==> src/rtl/obf_seq_ctrl.sv <==
// Instruction-substitution sequencer: passes fetched instructions through or
// replaces them with a multi-word sequence read from an external substitution ROM.
module obf_seq_ctrl #(
    parameter int OBF_INDEX_WIDTH = 7,
    parameter int SEQ_ADDR_WIDTH  = 9,
    parameter int SEQ_LEN_WIDTH   = 3
) (
    input  logic                                      clk,
    input  logic                                      rst_n,
    input  logic                                      en,
    input  logic                                      cfg_we,
    input  logic [OBF_INDEX_WIDTH-1:0]                cfg_idx,
    input  logic [SEQ_ADDR_WIDTH+SEQ_LEN_WIDTH:0]     cfg_data,
    input  logic                                      in_valid,
    output logic                                      in_ready,
    input  logic [31:0]                               in_insn,
    input  logic [OBF_INDEX_WIDTH-1:0]                in_idx,
    output logic                                      rom_rd,
    output logic [SEQ_ADDR_WIDTH-1:0]                 rom_addr,
    input  logic [31:0]                               rom_data,
    output logic                                      out_valid,
    input  logic                                      out_ready,
    output logic [31:0]                               out_insn,
    output logic                                      out_last,
    output logic                                      out_subst,
    output logic [15:0]                               subst_cnt,
    input  logic                                      cnt_clr
);

    localparam int DW    = 1 + SEQ_ADDR_WIDTH + SEQ_LEN_WIDTH;
    localparam int NDESC = 1 << OBF_INDEX_WIDTH;

    typedef enum logic [1:0] {
        S_IDLE,
        S_PASS,
        S_RD,
        S_EMIT
    } state_t;

    state_t                      state, state_nx;
    logic [DW-1:0]               desc [NDESC];
    logic [DW-1:0]               desc_rd;
    logic                        rd_en;
    logic [SEQ_ADDR_WIDTH-1:0]   rd_base;
    logic [SEQ_LEN_WIDTH-1:0]    rd_lenm1;
    logic [31:0]                 insn_q;
    logic [SEQ_ADDR_WIDTH-1:0]   base_q;
    logic [SEQ_LEN_WIDTH-1:0]    lenm1_q;
    logic [SEQ_LEN_WIDTH-1:0]    cnt, cnt_inc;
    logic                        accept, go_subst, last, advance;

    // Table read is the registered (pre-write) contents, so a same-cycle cfg_we
    // to the accepted index does not affect the acceptance decision.
    assign desc_rd                      = desc[in_idx];
    assign {rd_en, rd_base, rd_lenm1}   = desc_rd;

    assign accept   = in_valid && (state == S_IDLE);
    assign go_subst = en && rd_en && (in_idx != '1);
    assign last     = (cnt == lenm1_q);
    assign advance  = (state == S_EMIT) && out_ready && !last;
    assign cnt_inc  = cnt + SEQ_LEN_WIDTH'(1);

    always_ff @(posedge clk or negedge rst_n) begin
        if (!rst_n) begin
            for (int unsigned i = 0; i < NDESC; i++) begin
                desc[i] <= '0;
            end
        end else if (cfg_we) begin
            desc[cfg_idx] <= cfg_data;
        end
    end

    always_ff @(posedge clk or negedge rst_n) begin
        if (!rst_n) begin
            state     <= S_IDLE;
            insn_q    <= '0;
            base_q    <= '0;
            lenm1_q   <= '0;
            cnt       <= '0;
            subst_cnt <= '0;
        end else begin
            state <= state_nx;
            if (accept) begin
                insn_q  <= in_insn;
                base_q  <= rd_base;
                lenm1_q <= rd_lenm1;
                cnt     <= '0;
            end else if (advance) begin
                cnt <= cnt_inc;
            end
            if (cnt_clr) begin
                subst_cnt <= '0;
            end else if (accept && go_subst && (subst_cnt != '1)) begin
                subst_cnt <= subst_cnt + 16'd1;
            end
        end
    end

    always_comb begin
        state_nx  = state;
        in_ready  = 1'b0;
        out_valid = 1'b0;
        out_insn  = '0;
        out_last  = 1'b0;
        out_subst = 1'b0;
        rom_rd    = 1'b0;
        // Address wraps naturally modulo 2^SEQ_ADDR_WIDTH.
        rom_addr  = base_q + SEQ_ADDR_WIDTH'(cnt_inc);
        unique case (state)
            S_IDLE: begin
                in_ready = 1'b1;
                if (in_valid) begin
                    state_nx = go_subst ? S_RD : S_PASS;
                end
            end
            S_PASS: begin
                out_valid = 1'b1;
                out_insn  = insn_q;
                out_last  = 1'b1;
                if (out_ready) begin
                    state_nx = S_IDLE;
                end
            end
            S_RD: begin
                rom_rd   = 1'b1;
                rom_addr = base_q;
                state_nx = S_EMIT;
            end
            S_EMIT: begin
                out_valid = 1'b1;
                out_insn  = rom_data;
                out_subst = 1'b1;
                out_last  = last;
                rom_rd    = advance;
                if (out_ready && last) begin
                    state_nx = S_IDLE;
                end
            end
            default: state_nx = S_IDLE;
        endcase
    end

endmodule
==> config.mk <==
export PLATFORM = sky130hd
export DESIGN_NAME = obf_seq_ctrl
export DESIGN_NICKNAME = d
export VERILOG_FILES = /design/src/rtl/obf_seq_ctrl.sv
export SDC_FILE = /design/constraint.sdc
export NUM_CORES = 2
export LEC_CHECK = 0
export ABC_AREA = 1
export BUFFER_PORTS_ARGS = -buffer_cell sky130_fd_sc_hd__buf_2
export CORE_MARGIN = 4
export CORE_UTILIZATION = 64
export CTS_CLUSTER_SIZE = 20
export DETAILED_ROUTE_END_ITERATION = 10
export PLACE_DENSITY = 0.77
export SLEW_MARGIN = 25
export SYNTH_ARGS = -nofsm -noshare
export SYNTH_HDL_FRONTEND = slang
export SYNTH_SLANG_ARGS = --single-unit
==> constraint.sdc <==
create_clock -name clk -period 3.65 [get_ports clk]
set_input_delay 0.365 -clock clk [delete_from_list [all_inputs] [get_ports clk]]
set_output_delay 0.365 -clock clk [all_outputs]
set_load 0.005 [all_outputs]
==> flow_summary.toml <==
[pwr]
power_frac_seq_pct = 47.3
total_net_switching_power_mw = 12.9
intPower_mw = 33.8
power.leakage_nw = 38.7
power_total_mw = 46.7
switching_share_pct = 27.6
combinationalPowerShare_pct = 13.1
clkPwrFrac_pct = 39.6
irDropWorstVdd_v = 0.000591
power_density_mw_per_mm2 = 546

[cts]
clkSlewWorstSetupHoldPaths_ns = 0.06
buffer_levels_on_the_longest_clock_path = 3
root_buffer = "sky130_fd_sc_hd__clkbuf_16"
cts_repair_resize_count = 0
clock-sinks = 1729
clock_latency_ns = 0.81
cts_tree = "built"
numCtsBuffers = 174
cts_max_level = 4

[min_path]
worst_hold_path.endpoint = "subst_cnt[12]"
holdCritStartpoint = "cnt_clr"
worstHoldPathCells = 4
holdCritPathClass = "in2reg"

[yosys]
synth_top_cell_by_area = "sky130_fd_sc_hd__dfrtp_1"
post_synth_inst_count = 9600
yosysUniqueCellTypes = 36
yosys_warnings = 0
synth_top_cells_by_area = "sky130_fd_sc_hd__dfrtp_1, sky130_fd_sc_hd__nand2_1, sky130_fd_sc_hd__o21ai_0"
synth-xor-area-share_pct = 0.158
mappedNetlistArea_mm2 = 0.0777
netlist.area_leader.share_pct = 55.7
seq_area_frac_synth_pct = 55.7
syn_avg_cell_area_um2 = 8.10
combinational_family_with_the_most_area_after_synthesis = "simple AND/OR/NAND/NOR gates"
syn-num-nets = 9704
ys_ff_latch = 1729
synth_mux_area_share_pct = 0
post_synth_fa_ha_maj_area_fraction_pct = 0.106
synth-compound-area-share_pct = 17.7
synth_simple_gate_area_share_pct = 21.7

[setup_path]
timing.critical_path.fanout_max = 34
cp_required_ns = 3.28
crit_arrival_ns = 3.07
worst_r2r_startpoint = "desc[896]"
rr_worst_depth = 11
timing.reg2reg.setup_slack_ns = 1.03
critPathLaunchType = "flop"
setup.worst_path.end_class = "primary output"
path_class = "reg2out"
r2r_end = "state[1]"

[flow_run]
maxCapViolCount = 0

[cells_and_area]
multi_input_comb_area_mm2 = 0.0308
area_delta_synth_final_pct = 10.2
layout_fillers = 9267
drive_above_1_share_pct = 7.05
final_cell_mix = "sky130_fd_sc_hd__nand2_1, sky130_fd_sc_hd__o21ai_0, sky130_fd_sc_hd__dfrtp_1"
mostFrequentLayoutCell = "sky130_fd_sc_hd__nand2_1"
count_of_nets_after_finishing = 9468
sequential_cell_area_mm2 = 0.0433
finalNonFillerCells = 11100

[route]
initialDrtViolationCount = 9775
postRouteWirelength_mm = 249
vias_per_cell = 6.32
drtAntennaViolNets = 0
total_via_count_in_the_routed_design = 70300
wl_per_cell_um = 22.4
drt_drc_violations_left = 0
detailed_router_iteration_count_before_antenna_repair = 10

[sta]
finalMaxSlewViolations = 0
timing.max_slew.rel_slack_pct = 33.4
min_period_ns = 3.43
worst_pin_slew_ns = 0.994
tns_ns = 0
min_setup_slack_post_route_ns = 0.218
final_hold_vios = 0
unrepaired_setup_endpoints_after_global_routing = "no"
max_freq_mhz = 291
finalSetupViolations = 0
layout_worst_path_cycle_share_pct = 94.0
clk_skew_ns = 0.0231

[global_route]
grtUsageTotal_pct = 39.2
grt_max_degree = 122
grt_antenna_before_repair = 3
grt_use_met3_pct = 11.8
groute.layer.met1.usage_pct = 55.0
global_route_wire_length_before_repair_mm = 388
busiest_grt_layer = "met2"
first_global_vias = 66500
globalRouteOverflowTotal = 0
grt.met2_usage_pct = 56.6

[placed_design]
dp_worst_setup_slack_ns = 0.517
gp_routability_congestion = 0.931
portBuffers = 159
place.detailed.instances = 10800
dp_hpwl_mm = 150

[floorplan]
initial_utilization_pct = 64.6
ioPinCount = 160
dieWidth_um = 357
row_count = 127
dieHeight_um = 357
total_die_area_mm2 = 0.127
fp.coreArea_mm2 = 0.120

[outcome]
run_status = "finished clean"
## stage by stage
step	cell area [um^2]	utilization [%]	hold slack (ns)
6_report	85700	71.2	0.0513
3_5_place_dp	79400	66.0	0.467
5_1_grt	85700	71.2	0.0473
4_1_cts	85700	71.2	0.00499
2_1_floorplan	77700	-	0.0694
3_3_place_gp	79400	66.0	0.460
## cell usage after synthesis (all sizes together)
library cell,count
a211oi,50
a21oi,360
a31oi,12
buf,185
clkbuf,625
clkinv,5
dfrtp,1729
fa,1
ha,5
inv,53
nand2,3405
nand3,306
nand4,2
nor2,441
nor3,152
nor3b,4
o2111ai,1
o21ai,2055
o22ai,193
o41ai,1
or2,1
xnor2,4
xor2,10
## cells by family (layout without fill, tap and decap cells)
group | Yosys count | after routing
other | 0 | 3
XOR/XNOR | 14 | 14
buffers and inverters | 868 | 770
adder cells (fa/ha/maj) | 6 | 6
AND/OR/NAND/NOR | 4311 | 4311
AO/OA/AOI/OAI | 2672 | 2672
flip-flops | 1729 | 1729
## layout make-up
type	instances	area share, %
Sequential cell	1729	50.5
Multi-Input combinational cell	7003	36.0
Clock buffer	261	6.06
Timing Repair Buffer	398	3.93
Tap cell	1612	2.35
Clock inverter	53	0.796
Inverter	58	0.337
Antenna cell	3	0.00876
## timing repair
item | 4_1_cts | 5_1_grt
endpoints found under the setup margin | 0 | 0
hold endpoints to repair | 130 | 0
hold buffers | 37 | 0
buffers inserted | 0 | 0
## registers in the layout (all words and copies together), names as in the netlist
name,cells
base_q,9
cnt,3
desc,1664
insn_q,32
lenm1_q,3
state,2
subst_cnt,16
## worst max-delay path, stage by stage (launching register included)
cell and delay (ns):
sky130_fd_sc_hd__dfrtp_1 0.46, sky130_fd_sc_hd__nand2_1 0.10, sky130_fd_sc_hd__clkinv_1 0.76, sky130_fd_sc_hd__nand3_1 0.70, sky130_fd_sc_hd__nand2_1 0.10, sky130_fd_sc_hd__buf_2 0.15
## worst max-delay path by stage
stage	cells past startpoint	from	to	slack, ns
finish	5	state[1]	rom_rd	0.22
floorplan	8	cnt[0]	rom_addr[8]	1.41
global route	5	state[1]	rom_rd	0.03
detailed placement	12	in_idx[3]	subst_cnt[7]	0.52
global placement	12	in_idx[3]	subst_cnt[4]	0.56
CTS	5	state[1]	rom_rd	0.24
## power by group through the flow
stage	clock, mW	sequential (mW)	combinational (mW)
floorplan	0	22.0	3.66
global placement	0	22.3	5.75
detailed placement	0	22.3	5.93
CTS	18.5	22.0	6.01
global route	19.4	22.3	6.83
finish	18.5	22.1	6.13
## metal layers
metal	vias to the layer above	wire [um]
met4	4	12000
met3	754	32700
met5	-	110
met2	4394	107000
li1	31200	-
met1	33900	97400
(Power assumes the default switching activity.)
